--- src/rtl/wash_cycle_ctrl_pkg.sv ---
`default_nettype none
// ============================================================================
// Module   : wash_pkg
// Purpose  : Shared types and constants for the wash-cycle controller:
//            state enum, per-mode phase times, prices, phase LED codes and
//            small helper functions (price, phase times, BCD split).
// Revision : 1.0 - initial release
// ============================================================================
package wash_pkg;

    typedef enum logic [2:0] {
        IDLE   = 3'd0,
        CHARGE = 3'd1,
        WASH   = 3'd2,
        RINSE  = 3'd3,
        SPIN   = 3'd4,
        DONE   = 3'd5
    } state_t;

    localparam logic [1:0] MODE_QUICK  = 2'd0;
    localparam logic [1:0] MODE_STD    = 2'd1;
    localparam logic [1:0] MODE_HEAVY  = 2'd2;
    localparam logic [1:0] MODE_CUSTOM = 2'd3;

    // Phase times in seconds
    localparam logic [5:0] QUICK_WASH_S   = 6'd10;
    localparam logic [5:0] QUICK_RINSE_S  = 6'd5;
    localparam logic [5:0] QUICK_SPIN_S   = 6'd5;
    localparam logic [5:0] STD_WASH_S     = 6'd20;
    localparam logic [5:0] STD_RINSE_S    = 6'd10;
    localparam logic [5:0] STD_SPIN_S     = 6'd10;
    localparam logic [5:0] HEAVY_WASH_S   = 6'd30;
    localparam logic [5:0] HEAVY_RINSE_S  = 6'd15;
    localparam logic [5:0] HEAVY_SPIN_S   = 6'd15;
    localparam logic [5:0] CUSTOM_RINSE_S = 6'd10;
    localparam logic [5:0] CUSTOM_SPIN_S  = 6'd10;

    // Prices
    localparam logic [11:0] PRICE_QUICK       = 12'd3;
    localparam logic [11:0] PRICE_STD         = 12'd5;
    localparam logic [11:0] PRICE_HEAVY       = 12'd8;
    localparam logic [11:0] PRICE_CUSTOM_BASE = 12'd2;

    // Phase LED encodings
    localparam logic [2:0] LED_OFF   = 3'b000;
    localparam logic [2:0] LED_WASH  = 3'b001;
    localparam logic [2:0] LED_RINSE = 3'b010;
    localparam logic [2:0] LED_SPIN  = 3'b100;

    function automatic logic [11:0] price_of(input logic [1:0] mode, input logic [4:0] ct);
        case (mode)
            MODE_QUICK: price_of = PRICE_QUICK;
            MODE_STD:   price_of = PRICE_STD;
            MODE_HEAVY: price_of = PRICE_HEAVY;
            default:    price_of = PRICE_CUSTOM_BASE + 12'(ct >> 2);
        endcase
    endfunction

    function automatic logic [5:0] wash_time_of(input logic [1:0] mode, input logic [4:0] ct);
        case (mode)
            MODE_QUICK: wash_time_of = QUICK_WASH_S;
            MODE_STD:   wash_time_of = STD_WASH_S;
            MODE_HEAVY: wash_time_of = HEAVY_WASH_S;
            default:    wash_time_of = {1'b0, ct};
        endcase
    endfunction

    function automatic logic [5:0] rinse_time_of(input logic [1:0] mode);
        case (mode)
            MODE_QUICK: rinse_time_of = QUICK_RINSE_S;
            MODE_STD:   rinse_time_of = STD_RINSE_S;
            MODE_HEAVY: rinse_time_of = HEAVY_RINSE_S;
            default:    rinse_time_of = CUSTOM_RINSE_S;
        endcase
    endfunction

    function automatic logic [5:0] spin_time_of(input logic [1:0] mode);
        case (mode)
            MODE_QUICK: spin_time_of = QUICK_SPIN_S;
            MODE_STD:   spin_time_of = STD_SPIN_S;
            MODE_HEAVY: spin_time_of = HEAVY_SPIN_S;
            default:    spin_time_of = CUSTOM_SPIN_S;
        endcase
    endfunction

    function automatic logic [3:0] bcd_tens(input logic [6:0] v);
        bcd_tens = 4'(v / 7'd10);
    endfunction

    function automatic logic [3:0] bcd_ones(input logic [6:0] v);
        bcd_ones = 4'(v % 7'd10);
    endfunction

endpackage
`default_nettype wire

--- src/rtl/wash_cycle_ctrl_if.sv ---
`default_nettype none
// ============================================================================
// Module   : wash_cycle_ctrl_if
// Purpose  : Order/control bundle between the pre-selection stage (master)
//            and the wash-cycle controller (slave).
//   master drives : start, mode, custom_t, bal_in, pause, abort [, lid_open]
//   slave drives  : bal_out, busy, paused, reject, done, alarm, phase_led,
//                   rem_tens, rem_ones [, lid_lock]
//   Optional macro WASH_LID_LOCK_EN adds lid_open / lid_lock.
// Revision : 1.0 - initial release
// ============================================================================
interface wash_cycle_ctrl_if;
    import wash_pkg::*;

    logic        start;
    logic [1:0]  mode;
    logic [4:0]  custom_t;
    logic [11:0] bal_in;
    logic        pause;
    logic        abort;
    logic [11:0] bal_out;
    logic        busy;
    logic        paused;
    logic        reject;
    logic        done;
    logic        alarm;
    logic [2:0]  phase_led;
    logic [3:0]  rem_tens;
    logic [3:0]  rem_ones;
`ifdef WASH_LID_LOCK_EN
    logic        lid_open;
    logic        lid_lock;
`endif

    modport master (
`ifdef WASH_LID_LOCK_EN
        output lid_open,
        input  lid_lock,
`endif
        output start, mode, custom_t, bal_in, pause, abort,
        input  bal_out, busy, paused, reject, done, alarm,
        input  phase_led, rem_tens, rem_ones
    );

    modport slave (
`ifdef WASH_LID_LOCK_EN
        input  lid_open,
        output lid_lock,
`endif
        input  start, mode, custom_t, bal_in, pause, abort,
        output bal_out, busy, paused, reject, done, alarm,
        output phase_led, rem_tens, rem_ones
    );

endinterface
`default_nettype wire

--- src/rtl/wash_cycle_ctrl_tick_gen.sv ---
`default_nettype none
// ============================================================================
// Module   : wash_tick_gen
// Purpose  : Prescaler counting 0..TICK_CYCLES-1 while enabled; emits a
//            one-cycle tick on wrap. clr has priority over en.
//   clk, rst (async, active-low), en, clr -> tick, msb (counter MSB)
// Revision : 1.0 - initial release
// ============================================================================
module wash_tick_gen #(
    parameter int TICK_CYCLES = 100_000_000
) (
    input  wire  clk,
    input  wire  rst,
    input  wire  en,
    input  wire  clr,
    output logic tick,
    output logic msb
);
    localparam int CNT_W = (TICK_CYCLES > 1) ? $clog2(TICK_CYCLES) : 1;
    localparam logic [CNT_W-1:0] C_LAST = CNT_W'(TICK_CYCLES - 1);

    logic [CNT_W-1:0] r_cnt;

    always_ff @(posedge clk or negedge rst) begin
        if (!rst) begin
            r_cnt <= '0;
        end else if (clr) begin
            r_cnt <= '0;
        end else if (en) begin
            r_cnt <= (r_cnt == C_LAST) ? '0 : r_cnt + CNT_W'(1);
        end
    end

    assign tick = en && !clr && (r_cnt == C_LAST);
    assign msb  = r_cnt[CNT_W-1];

endmodule
`default_nettype wire

--- src/rtl/wash_cycle_ctrl.sv ---
`default_nettype none
// ============================================================================
// Module   : wash_cycle_ctrl
// Purpose  : Charges the order price, sequences WASH -> RINSE -> SPIN on a
//            1 s tick with pause/abort, then holds a timed alarm in DONE.
//   clk, rst (async, active-low), bus (wash_cycle_ctrl_if.slave)
//   Optional macro WASH_LID_LOCK_EN: lid_open forces pause and blocks start,
//   lid_lock follows busy.
// Revision : 1.0 - initial release
// ============================================================================
module wash_cycle_ctrl
    import wash_pkg::*;
#(
    parameter int TICK_CYCLES = 100_000_000,
    parameter int ALARM_S     = 3,
    parameter int MAX_CUSTOM  = 20
) (
    input wire               clk,
    input wire               rst,
    wash_cycle_ctrl_if.slave bus
);
    localparam logic [5:0] C_MAX_CUSTOM = 6'(MAX_CUSTOM);
    localparam logic [7:0] C_ALARM_S    = 8'(ALARM_S);

    state_t      r_state, w_state_nxt;
    logic [1:0]  r_mode, w_mode_nxt;
    logic [4:0]  r_custom, w_custom_nxt;
    logic [5:0]  r_cnt, w_cnt_nxt;
    logic [11:0] r_bal, w_bal_nxt;
    logic [7:0]  r_alarm_cnt, w_alarm_nxt;
    logic        r_paused, w_paused_nxt;
    logic        r_reject, w_reject_nxt;
    logic        r_done, w_done_nxt;

    logic        w_running, w_busy, w_refuse, w_lid_open;
    logic        w_tick, w_presc_msb;
    logic [11:0] w_start_price;
    logic [6:0]  w_rem;
    logic [2:0]  w_led;

`ifdef WASH_LID_LOCK_EN
    assign w_lid_open   = bus.lid_open;
    assign bus.lid_lock = w_busy;
`else
    assign w_lid_open   = 1'b0;
`endif

    assign w_running = (r_state == WASH) || (r_state == RINSE) || (r_state == SPIN);
    assign w_busy    = w_running || (r_state == CHARGE);

    // The prescaler also times the alarm in DONE; a fresh count starts in CHARGE.
    wash_tick_gen #(.TICK_CYCLES(TICK_CYCLES)) u_tick (
        .clk  (clk),
        .rst  (rst),
        .en   ((w_running && !r_paused) || (r_state == DONE)),
        .clr  (r_state == CHARGE),
        .tick (w_tick),
        .msb  (w_presc_msb)
    );

    assign w_start_price = price_of(bus.mode, bus.custom_t);
    assign w_refuse = ($signed(bus.bal_in) < $signed(w_start_price))
                   || ((bus.mode == MODE_CUSTOM) &&
                       ((bus.custom_t == 5'd0) || ({1'b0, bus.custom_t} > C_MAX_CUSTOM)))
                   || w_lid_open;

    always_ff @(posedge clk or negedge rst) begin
        if (!rst) begin
            r_state     <= IDLE;
            r_mode      <= 2'd0;
            r_custom    <= 5'd0;
            r_cnt       <= 6'd0;
            r_bal       <= 12'd0;
            r_alarm_cnt <= 8'd0;
            r_paused    <= 1'b0;
            r_reject    <= 1'b0;
            r_done      <= 1'b0;
        end else begin
            r_state     <= w_state_nxt;
            r_mode      <= w_mode_nxt;
            r_custom    <= w_custom_nxt;
            r_cnt       <= w_cnt_nxt;
            r_bal       <= w_bal_nxt;
            r_alarm_cnt <= w_alarm_nxt;
            r_paused    <= w_paused_nxt;
            r_reject    <= w_reject_nxt;
            r_done      <= w_done_nxt;
        end
    end

    always_comb begin
        w_state_nxt  = r_state;
        w_mode_nxt   = r_mode;
        w_custom_nxt = r_custom;
        w_cnt_nxt    = r_cnt;
        w_bal_nxt    = r_bal;
        w_alarm_nxt  = r_alarm_cnt;
        w_paused_nxt = r_paused;
        w_reject_nxt = 1'b0;
        w_done_nxt   = 1'b0;

        case (r_state)
            IDLE: begin
                if (bus.start) begin
                    if (w_refuse) begin
                        w_reject_nxt = 1'b1;
                    end else begin
                        w_mode_nxt   = bus.mode;
                        w_custom_nxt = bus.custom_t;
                        w_state_nxt  = CHARGE;
                    end
                end
            end
            CHARGE: begin
                w_bal_nxt   = bus.bal_in - price_of(r_mode, r_custom);
                w_cnt_nxt   = wash_time_of(r_mode, r_custom);
                w_state_nxt = WASH;
            end
            WASH, RINSE, SPIN: begin
                if (bus.abort) begin
                    w_state_nxt = IDLE;
                end else begin
                    if (bus.pause) w_paused_nxt = ~r_paused;
                    if (w_lid_open) w_paused_nxt = 1'b1;
                    if (w_tick) begin
                        if (r_cnt == 6'd1) begin
                            // Last second of this phase: hand over to the next one now.
                            case (r_state)
                                WASH: begin
                                    w_cnt_nxt   = rinse_time_of(r_mode);
                                    w_state_nxt = RINSE;
                                end
                                RINSE: begin
                                    w_cnt_nxt   = spin_time_of(r_mode);
                                    w_state_nxt = SPIN;
                                end
                                default: begin
                                    w_cnt_nxt   = 6'd0;
                                    w_alarm_nxt = C_ALARM_S;
                                    w_done_nxt  = 1'b1;
                                    w_state_nxt = DONE;
                                end
                            endcase
                        end else begin
                            w_cnt_nxt = r_cnt - 6'd1;
                        end
                    end
                end
            end
            DONE: begin
                if (w_tick) begin
                    if (r_alarm_cnt <= 8'd1) w_state_nxt = IDLE;
                    else                     w_alarm_nxt = r_alarm_cnt - 8'd1;
                end
            end
            default: w_state_nxt = IDLE;
        endcase

        // paused only has meaning inside the running phases
        if ((w_state_nxt != WASH) && (w_state_nxt != RINSE) && (w_state_nxt != SPIN))
            w_paused_nxt = 1'b0;
    end

    always_comb begin
        w_rem = 7'd0;
        w_led = LED_OFF;
        case (r_state)
            WASH: begin
                w_rem = {1'b0, r_cnt} + {1'b0, rinse_time_of(r_mode)} + {1'b0, spin_time_of(r_mode)};
                w_led = LED_WASH;
            end
            RINSE: begin
                w_rem = {1'b0, r_cnt} + {1'b0, spin_time_of(r_mode)};
                w_led = LED_RINSE;
            end
            SPIN: begin
                w_rem = {1'b0, r_cnt};
                w_led = LED_SPIN;
            end
            default: begin
                w_rem = 7'd0;
                w_led = LED_OFF;
            end
        endcase
    end

    assign bus.bal_out   = r_bal;
    assign bus.busy      = w_busy;
    assign bus.paused    = r_paused;
    assign bus.reject    = r_reject;
    assign bus.done      = r_done;
    assign bus.alarm     = (r_state == DONE);
    assign bus.phase_led = w_led & {3{~r_paused | w_presc_msb}};
    assign bus.rem_tens  = bcd_tens(w_rem);
    assign bus.rem_ones  = bcd_ones(w_rem);

endmodule
`default_nettype wire

--- src/flat_wrapper.sv ---
// flat-port wrapper written by rule: the top's interface ports become plain ports
module wash_cycle_ctrl_flat import wash_pkg::*;
#(
    parameter int TICK_CYCLES = 100_000_000,
    parameter int ALARM_S     = 3,
    parameter int MAX_CUSTOM  = 20
)
  (clk, rst, bus_start, bus_mode, bus_custom_t, bus_bal_in, bus_pause, bus_abort, bus_bal_out, bus_busy, bus_paused, bus_reject, bus_done, bus_alarm, bus_phase_led, bus_rem_tens, bus_rem_ones);
  wash_cycle_ctrl_if bus_i ();
  input wire clk;
  input wire rst;
  input wire logic [$bits(bus_i.start)-1:0] bus_start;
  input wire logic [$bits(bus_i.mode)-1:0] bus_mode;
  input wire logic [$bits(bus_i.custom_t)-1:0] bus_custom_t;
  input wire logic [$bits(bus_i.bal_in)-1:0] bus_bal_in;
  input wire logic [$bits(bus_i.pause)-1:0] bus_pause;
  input wire logic [$bits(bus_i.abort)-1:0] bus_abort;
  output wire logic [$bits(bus_i.bal_out)-1:0] bus_bal_out;
  output wire logic [$bits(bus_i.busy)-1:0] bus_busy;
  output wire logic [$bits(bus_i.paused)-1:0] bus_paused;
  output wire logic [$bits(bus_i.reject)-1:0] bus_reject;
  output wire logic [$bits(bus_i.done)-1:0] bus_done;
  output wire logic [$bits(bus_i.alarm)-1:0] bus_alarm;
  output wire logic [$bits(bus_i.phase_led)-1:0] bus_phase_led;
  output wire logic [$bits(bus_i.rem_tens)-1:0] bus_rem_tens;
  output wire logic [$bits(bus_i.rem_ones)-1:0] bus_rem_ones;
  assign bus_i.start = bus_start;
  assign bus_i.mode = bus_mode;
  assign bus_i.custom_t = bus_custom_t;
  assign bus_i.bal_in = bus_bal_in;
  assign bus_i.pause = bus_pause;
  assign bus_i.abort = bus_abort;
  assign bus_bal_out = bus_i.bal_out;
  assign bus_busy = bus_i.busy;
  assign bus_paused = bus_i.paused;
  assign bus_reject = bus_i.reject;
  assign bus_done = bus_i.done;
  assign bus_alarm = bus_i.alarm;
  assign bus_phase_led = bus_i.phase_led;
  assign bus_rem_tens = bus_i.rem_tens;
  assign bus_rem_ones = bus_i.rem_ones;
  wash_cycle_ctrl #(.TICK_CYCLES(TICK_CYCLES), .ALARM_S(ALARM_S), .MAX_CUSTOM(MAX_CUSTOM)) u_core (.clk(clk), .rst(rst), .bus(bus_i));
endmodule
--- config.mk ---
export PLATFORM = sky130hd
export DESIGN_NAME = wash_cycle_ctrl_flat
export DESIGN_NICKNAME = d
export VERILOG_FILES = /design/src/rtl/wash_cycle_ctrl_pkg.sv /design/src/rtl/wash_cycle_ctrl_if.sv /design/src/rtl/wash_cycle_ctrl_tick_gen.sv /design/src/rtl/wash_cycle_ctrl.sv /design/src/flat_wrapper.sv
export SDC_FILE = /design/constraint.sdc
export NUM_CORES = 1
export LEC_CHECK = 0
export ABC_AREA = 1
export CAP_MARGIN = 20
export CELL_PAD_IN_SITES_DETAIL_PLACEMENT = 1
export CELL_PAD_IN_SITES_GLOBAL_PLACEMENT = 1
export CORE_ASPECT_RATIO = 1.4
export CORE_UTILIZATION = 30
export CTS_BUF_LIST = sky130_fd_sc_hd__clkbuf_8 sky130_fd_sc_hd__clkbuf_16
export CTS_CLUSTER_SIZE = 8
export DETAILED_ROUTE_END_ITERATION = 6
export PLACE_DENSITY = 0.71
export SYNTH_ARGS = -nofsm -noshare
export SYNTH_HDL_FRONTEND = slang
export SYNTH_SLANG_ARGS = --single-unit
--- constraint.sdc ---
create_clock -name clk -period 7.2 [get_ports clk]
set_clock_uncertainty 0.1 [all_clocks]
set_input_delay 0.72 -clock clk [delete_from_list [all_inputs] [get_ports clk]]
set_output_delay 0.72 -clock clk [all_outputs]
set_load 0.02 [all_outputs]
==> flow_metrics.py <==
metrics = {
    "timing": {
        "report.final.setup_viol": 0,
        "final-max-slew-violation-count": 0,
        "highest_clock_rate_mhz": 170,
        "final_critical_path_setup_slack_ns": 1.31,
        "worstMarginPinSlew_ns": 0.913,
        "rsz_0062_raised_after_global_routing": "no",
        "layout_worst_path_cycle_share_pct": 81.7,
        "tns_ns": 0,
        "finalHoldViolCount": 0,
        "timing.max_slew.rel_slack_pct": 39.1,
        "period_minus_slack_ns": 5.89,
    },
    "logic_synthesis": {
        "yosysWarningCount": 0,
        "syn-mean-instance-area_um2": 7.08,
        "netlist_area_um2": 4920,
        "ys_seq_area_share_pct": 33.6,
        "syn-instance-count": 695,
        "asyncSetResetFlopFracSynth_pct": 100,
        "synth_fp_nets": 751,
        "synth_edf_count": 0,
        "count_of_distinct_cell_types_in_the_synthesized_netlist": 43,
        "synthFlopType": "sky130_fd_sc_hd__dfrtp_1",
        "synth_seq_cells": 66,
    },
    "critical_path": {
        "critical_path_arrival_ns": 5.07,
        "critical_setup_path_class": "register to output port",
        "cpPeakStageDelay_ns": 0.61,
        "crit_path_frequent_cell": "sky130_fd_sc_hd__nand2_1",
        "worstSetupStartpointType": "register",
        "endpoint_kind": "output port",
        "worst-endpoint-required_ns": 6.38,
        "cpMaxStageDelayCell": "sky130_fd_sc_hd__clkdlybuf4s50_1",
        "crit_fanout": 7,
    },
    "global_route": {
        "grt_pass1_vias": 5398,
        "global_router_s_overall_resource_usage_pct": 18.7,
        "antenna_found_initial": 0,
        "grt_pass1_wl_mm": 25.1,
        "pin_count_of_the_biggest_net_entering_global_routing": 67,
        "grt_overflow": 0,
    },
    "pwr": {
        "power_report.internal_total_mw": 1.22,
        "pwr_density_cell_nw_per_um2": 368,
        "p_sw_mw": 0.983,
        "pwr-share-clk_pct": 21.6,
        "p_sw_share_pct": 44.7,
        "power_frac_comb_pct": 54.8,
        "power_leakage_nw": 2.76,
        "vdd_ir_drop_max_mv": 0.451,
        "seqPwrFrac_pct": 23.6,
    },
    "run": {
        "max_cap_violation_count": 0,
    },
    "finish": {
        "multi_input_comb_area_um2": 2830,
        "nets": 805,
        "n_fill_cell": 2061,
        "post_route_cells_drive_above_1_share_pct": 7.82,
        "area_growth_syn_to_layout_pct": 21.5,
        "finish.utilization_pct": 37.1,
        "seq_area_um2": 1650,
        "layout.cells.most_common": "sky130_fd_sc_hd__nand2_1",
        "antenna-diode-count": 0,
        "layout_common_cells": "156 x sky130_fd_sc_hd__nand2_1, 95 x sky130_fd_sc_hd__inv_1, 71 x sky130_fd_sc_hd__nor2_1, 66 x sky130_fd_sc_hd__dfrtp_1",
    },
    "place": {
        "place_worst_setup_slack_ns": 1.63,
        "placement.io_buffers": 51,
        "globalplace.congestion": 0.845,
        "place.detailed.hpwl_mm": 11.5,
    },
    "route": {
        "routed_wl_mm": 14.7,
        "antenna_violating_nets_post_route": 0,
        "via_count_of_the_routed_design": 4876,
        "avgRoutedWirePerCell_um": 15.5,
        "drcViolationCount": 0,
        "drt_pass1_iterations": 4,
        "routed_via_density": 5.12,
        "detailedRoute.firstIterationViolations": 207,
    },
    "clocking": {
        "tritoncts": "done",
        "cts_sinks": 66,
        "cts.repair.resized": 0,
        "ctsHtreeMaxLevel": 3,
        "cts.hold.buffers_added": 0,
        "clock-root-buffer": "sky130_fd_sc_hd__clkbuf_16",
        "post-cts-setup-buffer-count": 0,
        "clk_pin_slew_worst_paths_ns": 0.06,
        "clk-insertion-delay-late_ns": 0.33,
        "cts_inserted_buffers": 9,
        "clk_path_buf_depth": 2,
    },
    "floorplan": {
        "row_count": 55,
        "fp.coreArea_um2": 16100,
        "start_util_pct": 30.6,
        "die_area_um2": 16900,
        "io_pins": 52,
        "die_w_um": 110,
        "die_height_um": 154,
    },
    "outcome": {
        "run_status": "finished, final reports clean",
    },
    "hold_path": {
        "hold_path.class": "register to register",
    },
}
## synthesized netlist by cell type, types with 3 or more instances
master                     number  area share, %
sky130_fd_sc_hd__nor2_1        71            5.4
sky130_fd_sc_hd__nand3_1       50            5.1
sky130_fd_sc_hd__dfrtp_1       66             34
sky130_fd_sc_hd__a311oi_1       3           0.53
sky130_fd_sc_hd__nand3_2        3           0.61
sky130_fd_sc_hd__xor2_1        13            2.3
sky130_fd_sc_hd__o32ai_1        4           0.71
sky130_fd_sc_hd__nor3_1        26            2.6
sky130_fd_sc_hd__o22ai_1        6           0.76
sky130_fd_sc_hd__o21a_1         8            1.2
sky130_fd_sc_hd__nor3b_1        3           0.46
sky130_fd_sc_hd__o211ai_1       4           0.61
sky130_fd_sc_hd__o21ai_0       37            3.8
sky130_fd_sc_hd__nand2_1      156             12
sky130_fd_sc_hd__nor2_4         4           0.92
sky130_fd_sc_hd__o21ai_1        4           0.41
sky130_fd_sc_hd__inv_1         95            7.2
sky130_fd_sc_hd__ha_1          29            7.4
sky130_fd_sc_hd__inv_2         10           0.76
sky130_fd_sc_hd__a31oi_1        5           0.64
sky130_fd_sc_hd__nor2_2         5           0.64
sky130_fd_sc_hd__a21oi_1       28            2.8
sky130_fd_sc_hd__nand4_1       14            1.8
sky130_fd_sc_hd__nor4_1         6           0.76
sky130_fd_sc_hd__fa_1           3            1.2
sky130_fd_sc_hd__nand2_2        9            1.1
sky130_fd_sc_hd__clkbuf_1       9           0.69
## per-stage QoR
step	std cells	total power, mW	hold slack (ns)	cell area (um^2)
floorplan	695	1.29	0.324	4920
global placement	936	1.68	0.361	5650
detailed placement	936	1.74	0.371	5650
CTS	952	2.22	0.387	5970
global route	953	2.38	0.420	5980
finish	953	2.20	0.388	5980
## state kept, by name, summed over array words and instances (netlist names)
name	count
u_core.r_mode	2
u_core.bus.paused	1
u_core.r_cnt	6
u_core.r_state	3
u_core.r_alarm_cnt	8
u_core.r_custom	5
u_core.u_tick.r_cnt	27
u_core.bus.bal_out	12
u_core.bus.reject	1
u_core.bus.done	1
## cell type report
type / instances / area share (%)
well taps: 199 / 4.17
flip-flops and latches: 66 / 27.6
multi-input cells: 512 / 47.3
repair buffers: 54 / 8.90
clock buffers: 9 / 3.77
inverters: 106 / 6.66
clock inverters: 7 / 1.57
## logic make-up after synthesis
group / after synthesis / synth area share [%]
multiplexers: 2 / 0.407
flip-flops: 66 / 33.6
AND/OR/NAND/NOR: 357 / 33.1
buffers and inverters: 117 / 8.98
adder cells (fa/ha/maj): 32 / 8.59
AO/OA/AOI/OAI: 106 / 12.7
XOR/XNOR: 15 / 2.67
## layer usage
layer	track usage, %	vias to the layer above	routed length [um]	part of all wire, %
met5	0	-	0	0
met3	2.20	19	303	2.1
met4	6.45	0	221	1.5
met2	35.1	53	8160	55
met1	21.1	2408	6060	41
li1	-	2396	-	-
## power by group through the flow
stage / sequential, mW / clock (mW) / combinational (mW)
3_5_place_dp: 0.525 / 0 / 1.21
4_1_cts: 0.520 / 0.483 / 1.22
3_3_place_gp: 0.520 / 0 / 1.16
5_1_grt: 0.531 / 0.498 / 1.35
6_report: 0.519 / 0.475 / 1.20
2_1_floorplan: 0.538 / 0 / 0.755
## worst paths after layout
| check | startpoint | depth (start not counted) | endpoint | slack, ns |
|---|---|---|---|---|
| setup / recovery | u_core.r_mode[0] | 30 | bus_rem_ones[1] | 1.31 |
| hold / removal | u_core.bus.bal_out[1] | 2 | u_core.bus.bal_out[1] | 0.39 |
| setup reg to reg | u_core.r_mode[0] | 17 | u_core.bus.bal_out[10] | 3.78 |
| hold reg to reg | u_core.bus.bal_out[1] | 2 | u_core.bus.bal_out[1] | 0.39 |
| max in group asynchronous | rst | 2 | u_core.u_tick.r_cnt[20] | 5.90 |
| min in group asynchronous | rst | 2 | u_core.bus.bal_out[10] | 0.48 |
## worst max-delay path: cells and delay by family, from the launching register on
| family | cells | cell delay (ns) |
|---|---|---|
| fa+ha+maj | 4 | 1.10 |
| simple gates | 17 | 1.58 |
| buf+inv | 7 | 1.22 |
| flops | 1 | 0.42 |
| compound gates | 2 | 0.43 |
No activity file was read; power rests on OpenSTA's default activity.
